<file path="config.mk">
export PLATFORM = sky130hd
export DESIGN_NAME = adam_axil_to_obi
export DESIGN_NICKNAME = d
export VERILOG_FILES = /design/src/rtl/adam_axil_to_obi.sv
export SDC_FILE = /design/constraint.sdc
export NUM_CORES = 1
export LEC_CHECK = 0
export BUFFER_PORTS_ARGS = -buffer_cell sky130_fd_sc_hd__buf_4
export CAP_MARGIN = 40
export CORE_AREA = 2 2 102 104
export DETAILED_ROUTE_END_ITERATION = 8
export DIE_AREA = 0 0 104 106
export PLACE_DENSITY_LB_ADDON = 0.12
export SLEW_MARGIN = 20
export SYNTH_ARGS = -nofsm -noshare
export SYNTH_HDL_FRONTEND = slang
export SYNTH_SLANG_ARGS = --single-unit
</file>
<file path="constraint.sdc">
create_clock -name clk -period 6.04 [get_ports clk]
set_clock_uncertainty 0.05 [all_clocks]
set_input_delay 0.906 -clock clk [delete_from_list [all_inputs] [get_ports clk]]
set_output_delay 0.906 -clock clk [all_outputs]
set_load 0.03 [all_outputs]
</file>
<file path="src/rtl/adam_axil_to_obi.sv">
// -----------------------------------------------------------------------------
// adam_axil_to_obi
//
// AXI-Lite slave to OBI initiator bridge. Each accepted AXI-Lite read or write
// becomes exactly one OBI transaction. Only one transaction is in flight at a
// time. When both a read and a write are pending, they alternate fairly. A
// pause handshake lets ADAM power/clock management park the bridge while it
// is idle.
//
// Ports:
//   clk, rst_n             clock, synchronous active-low reset
//   pause_req / pause_ack  pause request; acknowledge when idle and paused
//   s_aw*, s_w*, s_b*      AXI-Lite write address / data / response channels
//   s_ar*, s_r*            AXI-Lite read address / data channels
//   obi_req/gnt/addr/we/be/wdata   OBI request phase
//   obi_rvalid/rready/rdata/err    OBI response phase
//
// The AXI ready outputs are the only combinational outputs. They depend only
// on state, the AXI valids and pause_req. There is no path from bready/rready.
// -----------------------------------------------------------------------------
module adam_axil_to_obi #(
    parameter int ADDR_WIDTH = 32,
    parameter int DATA_WIDTH = 32
) (
    input  logic                    clk,
    input  logic                    rst_n,

    input  logic                    pause_req,
    output logic                    pause_ack,

    input  logic [ADDR_WIDTH-1:0]   s_awaddr,
    input  logic [2:0]              s_awprot,
    input  logic                    s_awvalid,
    output logic                    s_awready,

    input  logic [DATA_WIDTH-1:0]   s_wdata,
    input  logic [DATA_WIDTH/8-1:0] s_wstrb,
    input  logic                    s_wvalid,
    output logic                    s_wready,

    output logic [1:0]              s_bresp,
    output logic                    s_bvalid,
    input  logic                    s_bready,

    input  logic [ADDR_WIDTH-1:0]   s_araddr,
    input  logic [2:0]              s_arprot,
    input  logic                    s_arvalid,
    output logic                    s_arready,

    output logic [DATA_WIDTH-1:0]   s_rdata,
    output logic [1:0]              s_rresp,
    output logic                    s_rvalid,
    input  logic                    s_rready,

    output logic                    obi_req,
    input  logic                    obi_gnt,
    output logic [ADDR_WIDTH-1:0]   obi_addr,
    output logic                    obi_we,
    output logic [DATA_WIDTH/8-1:0] obi_be,
    output logic [DATA_WIDTH-1:0]   obi_wdata,
    input  logic                    obi_rvalid,
    output logic                    obi_rready,
    input  logic [DATA_WIDTH-1:0]   obi_rdata,
    input  logic                    obi_err
);

    localparam int STRB_WIDTH = DATA_WIDTH / 8;

    typedef enum logic [2:0] {
        IDLE   = 3'd0,
        REQ    = 3'd1,
        RSP    = 3'd2,
        B      = 3'd3,
        R      = 3'd4,
        PAUSED = 3'd5
    } state_t;

    state_t                  state_q, state_d;
    logic [ADDR_WIDTH-1:0]   addr_q, addr_d;
    logic [DATA_WIDTH-1:0]   wdata_q, wdata_d;
    logic [STRB_WIDTH-1:0]   be_q, be_d;
    logic                    we_q, we_d;
    logic                    last_was_write_q, last_was_write_d;
    logic [1:0]              resp_q, resp_d;
    logic [DATA_WIDTH-1:0]   rdata_q, rdata_d;

    logic wr_elig, rd_elig, sel_read, sel_write;
    logic awready_c, wready_c, arready_c;

    // Protection bits carry no meaning for OBI targets.
    logic unused_prot;
    assign unused_prot = ^{s_awprot, s_arprot};

    assign wr_elig   = s_awvalid && s_wvalid;
    assign rd_elig   = s_arvalid;
    // Alternate on contention. Right after reset last_was_write=1, so a read wins.
    assign sel_read  = rd_elig && (!wr_elig || last_was_write_q);
    assign sel_write = wr_elig && !sel_read;

    always_comb begin
        state_d          = state_q;
        addr_d           = addr_q;
        wdata_d          = wdata_q;
        be_d             = be_q;
        we_d             = we_q;
        last_was_write_d = last_was_write_q;
        resp_d           = resp_q;
        rdata_d          = rdata_q;
        awready_c        = 1'b0;
        wready_c         = 1'b0;
        arready_c        = 1'b0;

        unique case (state_q)
            IDLE: begin
                // A pause request blocks any new accept in the same cycle.
                if (pause_req) begin
                    state_d = PAUSED;
                end else if (sel_read) begin
                    arready_c        = 1'b1;
                    addr_d           = s_araddr;
                    we_d             = 1'b0;
                    be_d             = '1;
                    last_was_write_d = 1'b0;
                    state_d          = REQ;
                end else if (sel_write) begin
                    awready_c        = 1'b1;
                    wready_c         = 1'b1;
                    addr_d           = s_awaddr;
                    wdata_d          = s_wdata;
                    be_d             = s_wstrb;
                    we_d             = 1'b1;
                    last_was_write_d = 1'b1;
                    state_d          = REQ;
                end
            end
            REQ: begin
                if (obi_gnt) state_d = RSP;
            end
            RSP: begin
                if (obi_rvalid) begin
                    resp_d = obi_err ? 2'b10 : 2'b00;
                    if (!we_q) rdata_d = obi_rdata;
                    state_d = we_q ? B : R;
                end
            end
            B: begin
                if (s_bready) state_d = IDLE;
            end
            R: begin
                if (s_rready) state_d = IDLE;
            end
            PAUSED: begin
                if (!pause_req) state_d = IDLE;
            end
            default: state_d = IDLE;
        endcase
    end

    always_ff @(posedge clk) begin
        if (!rst_n) begin
            state_q          <= IDLE;
            addr_q           <= '0;
            wdata_q          <= '0;
            be_q             <= '0;
            we_q             <= 1'b0;
            last_was_write_q <= 1'b1;
            resp_q           <= 2'b00;
            rdata_q          <= '0;
        end else begin
            state_q          <= state_d;
            addr_q           <= addr_d;
            wdata_q          <= wdata_d;
            be_q             <= be_d;
            we_q             <= we_d;
            last_was_write_q <= last_was_write_d;
            resp_q           <= resp_d;
            rdata_q          <= rdata_d;
        end
    end

    assign s_awready  = awready_c;
    assign s_wready   = wready_c;
    assign s_arready  = arready_c;

    assign obi_req    = (state_q == REQ);
    assign obi_rready = (state_q == RSP);
    assign obi_addr   = addr_q;
    assign obi_we     = we_q;
    assign obi_be     = be_q;
    assign obi_wdata  = wdata_q;

    assign s_bvalid   = (state_q == B);
    assign s_bresp    = resp_q;
    assign s_rvalid   = (state_q == R);
    assign s_rresp    = resp_q;
    assign s_rdata    = rdata_q;

    assign pause_ack  = (state_q == PAUSED);

endmodule

</file>
-- Word level (Yosys, flattened, before mapping)
Cells that the tools add are included.
- muxes and demuxes: 24
- equal/unequal tests: 11
- bitwise logic cells: 3
- reductions and logical operators: 13
- operators with widths (cell ; count):
    $mux 32 ; 2
    $mux 3 ; 9
    $pmux 3 s6 ; 1
    $mux 1 ; 9
    $mux 4 ; 2
    $eq 3x2->1 const B ; 2
    $eq 3x3->1 const B ; 2
    $ne 2x1->1 const B ; 3
    $reduce_and 3->1 ; 2
    $reduce_and 6->1 ; 1
    $ne 2x2->1 const B ; 2
    $ne 4x4->1 const B ; 1
    $reduce_and 4->1 ; 1
    $eq 3x1->1 const B ; 1
    $logic_and 1x1->1 ; 3
    $logic_not 3->1 ; 1
    $not 1->1 ; 3
    $logic_not 1->1 ; 2
    $mux 2 ; 1
    $reduce_and 2->1 ; 1
    $reduce_bool 2->1 ; 1
    $logic_or 1x1->1 ; 1
- logic and storage cells: 59
- output and inout bits: 113
- input port bits: 149
- register bits after elaboration: 107

-- Depth between registers and ports, before layout
Gate-level depths: netlist (run 1).
- depth in word-level cells: 10
- mapped depth: 8
- depth with buffers taken out: 6

-- Worst setup path before layout (run 1)
Ideal clock, no wire load.
- kind: input port to output port
- start point: input port pause_req
- end point: output port s_wready
- arrival time: 2.115 ns
- data required time: 5.084 ns
- path buffers: 2
- slack: 2.969 ns
- stages: 6
- cell sequence: or4_4 > nor2_4 > nand2_4 > clkinv_4 > buf_6 > buf_4
- cells in the longest elaborated chain, start to end: 2
- RTL lines (what ; line ; RTL):
    from (decl) ; 28 ; input logic pause_req,
    $mux 1 (2 in a row) ; -- ;
    to (decl) ; 39 ; output logic s_wready,
Every way passes these cells.

-- Final worst setup path (run 1)
- start point: input port pause_req
- end point: output port s_awready
- cells in the longest elaborated chain, start to end: 2
- RTL lines (what ; line ; RTL):
    $mux 1 ; 116 ; if (pause_req) begin
    $mux 1 ; 113 ; unique case (state_q)
    to (decl) ; 34 ; output logic s_awready,
Every way passes these cells.

==> impl_metrics.json, run 1 <==
{
  "die_area_um2": 11000,
  "core-area_um2": 10000,
  "die_h_um": 106,
  "clock-sinks": 106,
  "fin_tns_setup_ns": 0,
  "maxCapViolCount": 0,
  "wl_per_cell_um": 14.4,
  "slew_violations": 0,
  "hpwl_um": 8880,
  "dp_slack_ns": 2.75,
  "gr-total-overflow": 0,
  "clk_pin_slew_ns": 0.09,
  "fp-row-count": 37,
  "cts-resized-gates": 0,
  "cts_buffers": 9,
  "grt_pass1_vias": 3955,
  "gp_congestion": 0.757,
  "critical_path_arrival_ns": 2.34,
  "insertion_delay_ns": 0.37,
  "syn_area_per_cell_um2": 8.69,
  "synthesis.area_um2": 4200,
  "path_depth": 6,
  "vias": 4152,
  "cts-hold-fix-buffers": 0,
  "clockBufferDepth": 2,
  "drc": 0,
  "antenna_found_initial": 0,
  "cp_slowest_cell": "or4_4",
  "layout-drive-gt1-share_pct": 39.3,
  "ant_nets": 0,
  "ir_worst_vdd_mv": 0.162,
  "min_from": "s_rdata[25]",
  "via_per_inst": 4.88,
  "synthToLayoutAreaGrowth_pct": 51.0,
  "cp_max_fo": 34,
  "synth_edf_count": 0,
  "port_buffers": 253,
  "cts_root_buf": "clkbuf_8",
  "setup-violations-final": 0,
  "synthFlopType": "dfxtp_1",
  "critPathMaxStageDelay_ns": 0.46,
  "p_per_area_nw_per_um2": 265,
  "netlist_instances": 483,
  "outcome": "completed",
  "track_usage_pct": 21.4,
  "crit_buf_inv": 3,
  "crit_start": "pause_req",
  "cp.required_ns": 5.08,
  "criticalPathCategory": "in2out",
  "period_share_pct": 54.5,
  "start_util_pct": 42.0,
  "hold_violations": 0,
  "rr_worst_depth": 5,
  "cts_setup_buffers": 0,
  "worst_pin_slew_ns": 0.742,
  "ys_warn_count": 0,
  "hp-class": "reg2reg",
  "drt_first_iter_violations": 211,
  "rsz0062_at_grt": "false",
  "crit_top_cell": "buf_4",
  "htree_num_levels": 3,
  "postSynth.asyncResetShare_pct": 0,
  "diodes": 0,
  "yosysMostFrequentCell": "nand2_1",
  "slew-limit-headroom_pct": 50.2,
  "critPathLaunchType": "input port",
  "path_delay_family": "simple AND/OR/NAND/NOR gates",
  "yosysUniqueCellTypes": 36,
  "grt_pass1_wl_um": 19000,
  "io_pins": 262,
  "crit_path_end_kind": "primary output",
  "die_x_um": 104,
  "synthTopCellsByArea": "dfxtp_1 51%, nand2_1 12%, mux2i_1 8.1%",
  "yosysSeqAreaShare_pct": 50.5,
  "nets": 861,
  "worst_slack_ns": 2.75,
  "worstSetupEndpoint": "s_awready",
  "first_pass_iters": 7,
  "leakage_nw": 2.82,
  "grt_max_degree": 82,
  "ys_seq_elements": 106,
  "yosysTopAreaCell": "dfxtp_1",
  "reg2reg_slack_ns": 3.85,
  "ys_top_cells_by_count": "131 x nand2_1, 106 x dfxtp_1, 35 x o21ai_0",
  "reg2reg_from": "state_q[1]",
  "cts_tree": "done",
  "reg2reg_to": "obi_addr[28]",
  "timing.fmax_mhz": 304,
  "finalWirelength_um": 12200,
  "period_needed_ns": 3.29,
  "path_cells": "buf_4 > or4_4 > nor2_4 > nand2_4 > clkinv_4 > buf_4",
  "synth_top_area_share_pct": 50.5
}
==> per-stage QoR <==
stage	utilization [%]	total power, W	instances	cell area, um^2	hold slack, ns
after CTS	63.4	0.00170	851	6340	0.424
after global routing	63.4	0.00176	851	6340	0.438
after global placement	60.9	0.00122	835	6090	0.402
after floorplan	-	0.00105	484	4200	0.431
final	63.4	0.00168	851	6340	0.421
after detailed placement	61.3	0.00123	837	6130	0.410
==> registers in the layout (all words and copies together), names as in the netlist <==
name              flops
state_q               3
s_rdata              32
last_was_write_q      1
s_bresp               1
obi_we                1
obi_addr             32
obi_wdata            32
obi_be                4
==> cells in the final DEF, fill, tap and decap left out, drive strengths merged <==
cell type	instances
and3	1
nand3b	1
or4	1
nor3b	4
nor3	1
nor2b	8
a31oi	34
nand4b	1
dfxtp	106
clkbuf	9
a21oi	1
inv	1
nand2b	3
and2	1
mux2i	34
bufinv	2
conb	2
and4b	1
o21ai	36
o221a	4
a221oi	1
a21boi	33
nand4	1
nor2	29
nand3	3
o21a	1
buf	258
clkinvlp	1
clkinv	4
nand2	132
a32oi	1
==> cell type report <==
type / instances / area [um^2]
Sequential cell: 106 / 2120
Fill cell: 909 / 3660
Timing Repair Buffer: 258 / 1960
Inverter: 3 / 16.3
Multi-Input combinational cell: 334 / 1860
Tap cell: 136 / 170
Clock inverter: 5 / 81.3
Clock buffer: 9 / 124
==> metal layers <==
| layer | share of wire [%] | up-vias | track usage [%] |
|---|---|---|---|
| li1 | - | 2075 | - |
| met5 | 0 | - | 0 |
| met2 | 50 | 177 | 37.6 |
| met1 | 40 | 1880 | 23.8 |
| met3 | 8.0 | 20 | 6.74 |
| met4 | 2.0 | 0 | 9.17 |
==> worst min path at each step <==
| stage | endpoint | slack, ns | cells after the start |
|---|---|---|---|
| floorplan | last_was_write_q | 0.43 | 2 |
| global placement | s_rdata[18] | 0.40 | 2 |
| detailed placement | s_rdata[25] | 0.41 | 2 |
| CTS | s_rdata[25] | 0.42 | 2 |
| global route | s_rdata[11] | 0.44 | 2 |
| finish | s_rdata[25] | 0.42 | 2 |
==> logic make-up (layout without fill, tap and decap cells) <==
logic type,after synthesis,in the layout,synth area share [%]
other cells,1,2,0.0893
buf+inv,44,275,5.30
simple gates,187,187,18.9
flops,106,106,50.5
mux,34,34,8.10
compound gates,111,111,17.0
==> power by group <==
part	switching (W)	internal (W)
Sequential	0.0000365	0.000752
Combinational	0.000242	0.000188
Clock	0.000235	0.000229
==> worst register-to-register path: stages (launching register included) <==
cell	delay [ns]
dfxtp_1	0.42
or4_4	0.62
nor2_4	0.16
buf_4	0.49
o21ai_0	0.18
a31oi_1	0.19
Power figures use the tool's default switching activity.
==> inputs of run 2 (changes only) <==
ABC_AREA = 1   (was default)
CORE_AREA = 2 2 108 110   (was 2 2 102 104)
DIE_AREA = 0 0 110 112   (was 0 0 104 106)
clock period = 2.7 ns   (was 6.04 ns; I/O delays follow)
==> run 2 against run 1 <==
- clock power grew to 2.7 times the previous value
- wire length grew 5.2%
- cell count grew 9.0%
- sequential share of layout area shrank 0.11 points
- area after synthesis shrank 1.8%
- utilization shrank 6.5 points
- synthesized cell count grew 13%
- non-clock buffer count grew 3
==> impl_metrics.json, run 2 <==
{
  "cp_max_fo": 9,
  "vias": 4396,
  "cts_tree": "done",
  "clockPowerShare_pct": 22.7,
  "cts_root_buf": "clkbuf_16",
  "slew_violations": 0,
  "synthesis.area_um2": 4120,
  "htree_num_levels": 3,
  "timing.fmax_mhz": 462,
  "grt_use_met1_pct": 22.8,
  "cts_setup_buffers": 0,
  "wl_per_cell_um": 13.8,
  "gp_congestion": 0.798,
  "cts_buffers": 9,
  "use_met2_pct": 33.8,
  "period_needed_ns": 2.17,
  "finalWirelength_um": 12900,
  "ys_warn_count": 0,
  "layout_commonest_cell": "buf_4",
  "path_cells": "nor2_4 > nand2_2 > nor2_4 > nand2_2 > inv_2 > buf_4",
  "regArea_um2": 2120,
  "use_met3_pct": 6.73,
  "port_buffers": 253,
  "cp.required_ns": 2.25,
  "critPathLaunchType": "flip-flop",
  "nets": 929,
  "crit_path_end_kind": "primary output",
  "hpwl_um": 9190,
  "io_pins": 262,
  "die_h_um": 112,
  "track_usage_pct": 20.0,
  "clk_pin_slew_ns": 0.07,
  "criticalPathCategory": "reg2out",
  "insertion_delay_ns": 0.33,
  "clock-sinks": 106,
  "final_util_pct": 56.9,
  "layout-drive-gt1-share_pct": 36.7,
  "rsz0062_at_grt": "false",
  "worst_pin_slew_ns": 0.542,
  "synthFlopType": "dfxtp_1",
  "hold_violations": 0,
  "grt_pass1_wl_um": 19400,
  "setup-violations-final": 0,
  "pwr-share-seq_pct": 37.0,
  "slew-limit-headroom_pct": 63.8,
  "grt_pass1_vias": 4012,
  "synth_edf_count": 0,
  "fillers": 1052,
  "p_per_area_nw_per_um2": 879,
  "via_per_inst": 4.74,
  "yosysTopAreaCell": "dfxtp_1",
  "core-area_um2": 11200,
  "antenna_found_initial": 0,
  "yosysMostFrequentCell": "nor2_1",
  "gr-total-overflow": 0,
  "fp-row-count": 39,
  "p_comb_share_pct": 40.4,
  "p_switching_w": 0.00217,
  "layout_common_cells": "259 x buf_4, 146 x nor2_1, 106 x dfxtp_1",
  "cp_slowest_cell": "dfxtp_1",
  "cts-resized-gates": 0,
  "internal_power_w": 0.00342,
  "drt_first_iter_violations": 237,
  "netlist_instances": 548,
  "maxCapViolCount": 0,
  "multi_input_area_um2": 1720,
  "syn_area_per_cell_um2": 7.52,
  "swShare_pct": 38.9,
  "leakage_nw": 3.10,
  "period_share_pct": 80.2,
  "ys_seq_elements": 106,
  "start_util_pct": 36.9,
  "ys_top_cells_by_count": "146 x nor2_1, 106 x dfxtp_1, 79 x nand2_1",
  "grt_max_degree": 104,
  "postSynth.asyncResetShare_pct": 0,
  "clockBufferDepth": 2,
  "ir_worst_vdd_mv": 0.407,
  "first_pass_iters": 4,
  "yosysUniqueCellTypes": 24,
  "drc": 0,
  "diodes": 0,
  "critPathMaxStageDelay_ns": 0.39,
  "cts-hold-fix-buffers": 0,
  "yosysSeqAreaShare_pct": 51.5,
  "die_x_um": 110,
  "critical_path_arrival_ns": 1.71,
  "synth_top_area_share_pct": 51.5,
  "synthToLayoutAreaGrowth_pct": 54.3,
  "busiest_layer": "met2",
  "fin_tns_setup_ns": 0,
  "synthTopCellsByArea": "dfxtp_1 51%, nor2_1 13%, o21ai_0 8.7%",
  "hp-class": "in2reg",
  "ant_nets": 0,
  "outcome": "completed",
  "die_area_um2": 12300
}
## run 2: cell count changes after synthesis, sizes merged, moves of 17 or more
cell    before  now
nor2        29  149
o21ai       36  104
nand2      132   82
mux2i       34    0
a21boi      33    0
inv          1   18
## run 2: critical path, delay by kind of cell (launching register included)
kind	cells	cell delay (ns)
buffers and inverters	2	0.32
AND/OR/NAND/NOR	4	0.66
flip-flops	1	0.39
## run 2: area by class of cell
cell class	count	area share (%)
multi-input combinational	384	27.0
clock buffer	13	4.25
timing repair buffer	261	31.2
sequential	106	33.4
inverter	18	1.06
clock inverter	3	0.334
tap	143	2.81
## run 2: worst paths after layout
check                      from       endpoint  slack [ns]  cells past startpoint
hold / removal    obi_rdata[14]    s_rdata[14]        0.24                      3
setup / recovery     state_q[1]       s_wready        0.53                      6
hold reg to reg   obi_wdata[13]  obi_wdata[13]        0.44                      2
setup reg to reg     state_q[1]   obi_wdata[4]        0.90                      8
## run 2: kinds of logic after synthesis
logic type	Yosys count	synth area share, %
AO/OA/AOI/OAI	140	18.1
buffers and inverters	59	6.98
flip-flops	106	51.5
other	1	0.0910
AND/OR/NAND/NOR	242	23.3
## run 2: metal layers
metal	wire (um)	up-vias
met5	0	-
met4	279	0
met3	1210	21
met2	6240	183
met1	5130	1939
li1	-	2253
## run 2: power groups by stage
stage          registers, W  clock network, W  logic, W
2_1_floorplan       0.00265                 0  0.000863
3_3_place_gp        0.00208                 0   0.00225
3_5_place_dp        0.00210                 0   0.00227
4_1_cts             0.00207           0.00131   0.00227
5_1_grt             0.00211           0.00138   0.00244
6_report            0.00207           0.00127   0.00226
## run 2: stage by stage
step / power (W) / worst slack [ns] / cells / hold WS, ns / area (um^2)
2_1_floorplan: 0.00351 / 0.959 / 549 / 0.403 / 4130
3_3_place_gp: 0.00433 / 0.830 / 911 / 0.416 / 6050
3_5_place_dp: 0.00437 / 0.835 / 911 / 0.427 / 6050
4_1_cts: 0.00565 / 0.510 / 927 / 0.226 / 6340
5_1_grt: 0.00593 / 0.413 / 928 / 0.225 / 6360
6_report: 0.00559 / 0.535 / 928 / 0.238 / 6360
==> inputs of run 3 (changes only) <==
CORE_AREA = 2 2 103 105   (was 2 2 108 110)
DIE_AREA = 0 0 105 107   (was 0 0 110 112)
clock period = 2.12 ns   (was 2.7 ns; I/O delays follow)
==> run 3 against run 2 <==
- die area decreased by 8.8%
- power increased by 21%
- register-to-register slack got worse by 0.62 ns
- critical path depth unchanged
- via count is 2.6% higher
- clock power hardly changed
- global-route usage is 2.4 points higher
==> impl_metrics.json, run 3 (synthesized netlist as in run 2, its figures left out) <==
{
  "outcome": "completed",
  "via_per_inst": 4.89,
  "hold_depth": 3,
  "p_switching_w": 0.00272,
  "worst_pin_slew_ns": 0.536,
  "drc": 0,
  "fin_tns_setup_ns": 0,
  "cp.required_ns": 1.75,
  "timing.fmax_mhz": 508,
  "layout_commonest_cell": "buf_4",
  "internal_power_w": 0.00407,
  "hold_violations": 0,
  "gp_congestion": 0.799,
  "ant_nets": 0,
  "period_needed_ns": 1.97,
  "die_h_um": 107,
  "wl_per_cell_um": 14.1,
  "clock-sinks": 106,
  "reg2reg_from": "state_q[1]",
  "grt_max_degree": 55,
  "io_pins": 262,
  "critPathLaunchType": "flip-flop",
  "layout-drive-gt1-share_pct": 36.6,
  "cts_tree": "done",
  "critical_path_arrival_ns": 1.60,
  "cts_buffers": 9,
  "period_share_pct": 92.8,
  "swShare_pct": 40.1,
  "cp_max_fo": 14,
  "nets": 931,
  "cts_root_buf": "clkbuf_8",
  "drt_first_iter_violations": 229,
  "reg2reg_slack_ns": 0.28,
  "hp-class": "in2reg",
  "layout_common_cells": "261 x buf_4, 146 x nor2_1, 106 x dfxtp_1",
  "min_from": "s_wstrb[3]",
  "rsz0062_at_grt": "false",
  "vias": 4510,
  "reg2reg_to": "s_rdata[22]",
  "path_cells": "nor2_4 > nand2_2 > nor2_4 > nand2_2 > inv_4 > buf_4",
  "crit_start": "state_q[1]",
  "grt_pass1_wl_um": 20100,
  "grt_pass1_vias": 4127,
  "port_buffers": 253,
  "rr_worst_depth": 7,
  "slew_violations": 0,
  "antenna_found_initial": 0,
  "clockPowerShare_pct": 18.7,
  "total_power_w": 0.00679,
  "die_x_um": 105,
  "p_comb_share_pct": 42.5,
  "fp-row-count": 37,
  "gr-total-overflow": 0,
  "cp_slowest_cell": "dfxtp_1",
  "hold_end": "obi_be[3]",
  "slew-limit-headroom_pct": 64.2,
  "insertion_delay_ns": 0.36,
  "htree_num_levels": 3,
  "die_area_um2": 11200,
  "core-area_um2": 10100,
  "first_pass_iters": 4,
  "leakage_nw": 3.07,
  "synthToLayoutAreaGrowth_pct": 52.2,
  "pwr-share-seq_pct": 38.9,
  "finalWirelength_um": 13000,
  "hpwl_um": 9570,
  "maxCapViolCount": 0,
  "p_per_area_nw_per_um2": 1080,
  "clockBufferDepth": 2,
  "setup-violations-final": 0,
  "critPathMaxStageDelay_ns": 0.41,
  "track_usage_pct": 22.3,
  "ir_worst_vdd_mv": 0.568,
  "start_util_pct": 40.8,
  "diodes": 0,
  "clk_pin_slew_ns": 0.09,
  "criticalPathCategory": "reg2out",
  "crit_path_end_kind": "primary output"
}
## run 3: critical path, delay by kind of cell (launching register included)
| family | cells | cell delay [ns] |
|---|---|---|
| flops | 1 | 0.41 |
| buf+inv | 2 | 0.32 |
| simple gates | 4 | 0.51 |
## run 3: metrics by stage
step / hold slack [ns] / std cells / worst slack (ns) / util, % / area [um^2]
after global placement: 0.417 / 907 / 0.362 / 60.2 / 6070
after global routing: 0.111 / 923 / 0.0742 / 62.2 / 6270
after floorplan: 0.395 / 549 / 0.482 / - / 4130
final: 0.120 / 923 / 0.153 / 62.2 / 6270
after CTS: 0.0989 / 923 / 0.0718 / 62.1 / 6270
after detailed placement: 0.425 / 907 / 0.294 / 60.2 / 6070
## run 3: worst max-delay path by stage
stage / end / slack [ns]
2_1_floorplan: s_wready / 0.48
3_3_place_gp: s_rdata[10] / 0.36
3_5_place_dp: s_rdata[25] / 0.29
4_1_cts: s_awready / 0.07
5_1_grt: s_wready / 0.07
6_report: s_awready / 0.15
## run 3: per-layer routing
metal | global-route usage, % | vias to the layer above | share of wire [%]
met5 | 0 | - | 0
met4 | 8.76 | 0 | 2.0
met2 | 39.2 | 196 | 49
li1 | - | 2243 | -
met1 | 26.5 | 2054 | 41
met3 | 5.23 | 17 | 8.2
## run 3: final cells by class
cell class              count  area (um^2)
repair buffers            263         2000
clock buffers              14          163
multi-input cells         384         1720
clock inverters             2         35.0
inverters                  18         70.1
fillers                   925         3820
well taps                 136          170
flip-flops and latches    106         2120
## run 3: power by group through the flow
stage	Clock, W	Sequential, W	Combinational, W
after CTS	0.00131	0.00264	0.00290
after detailed placement	0	0.00268	0.00289
final	0.00127	0.00264	0.00288
after global placement	0	0.00266	0.00285
after floorplan	0	0.00338	0.00110
after global routing	0.00139	0.00269	0.00311
## run 3: timing repair
action / in CTS / in global routing
gates resized for setup: 0 / 1
setup buffers: 0 / 0
endpoints found under the setup margin: 0 / 2
hold buffers: 0 / 0
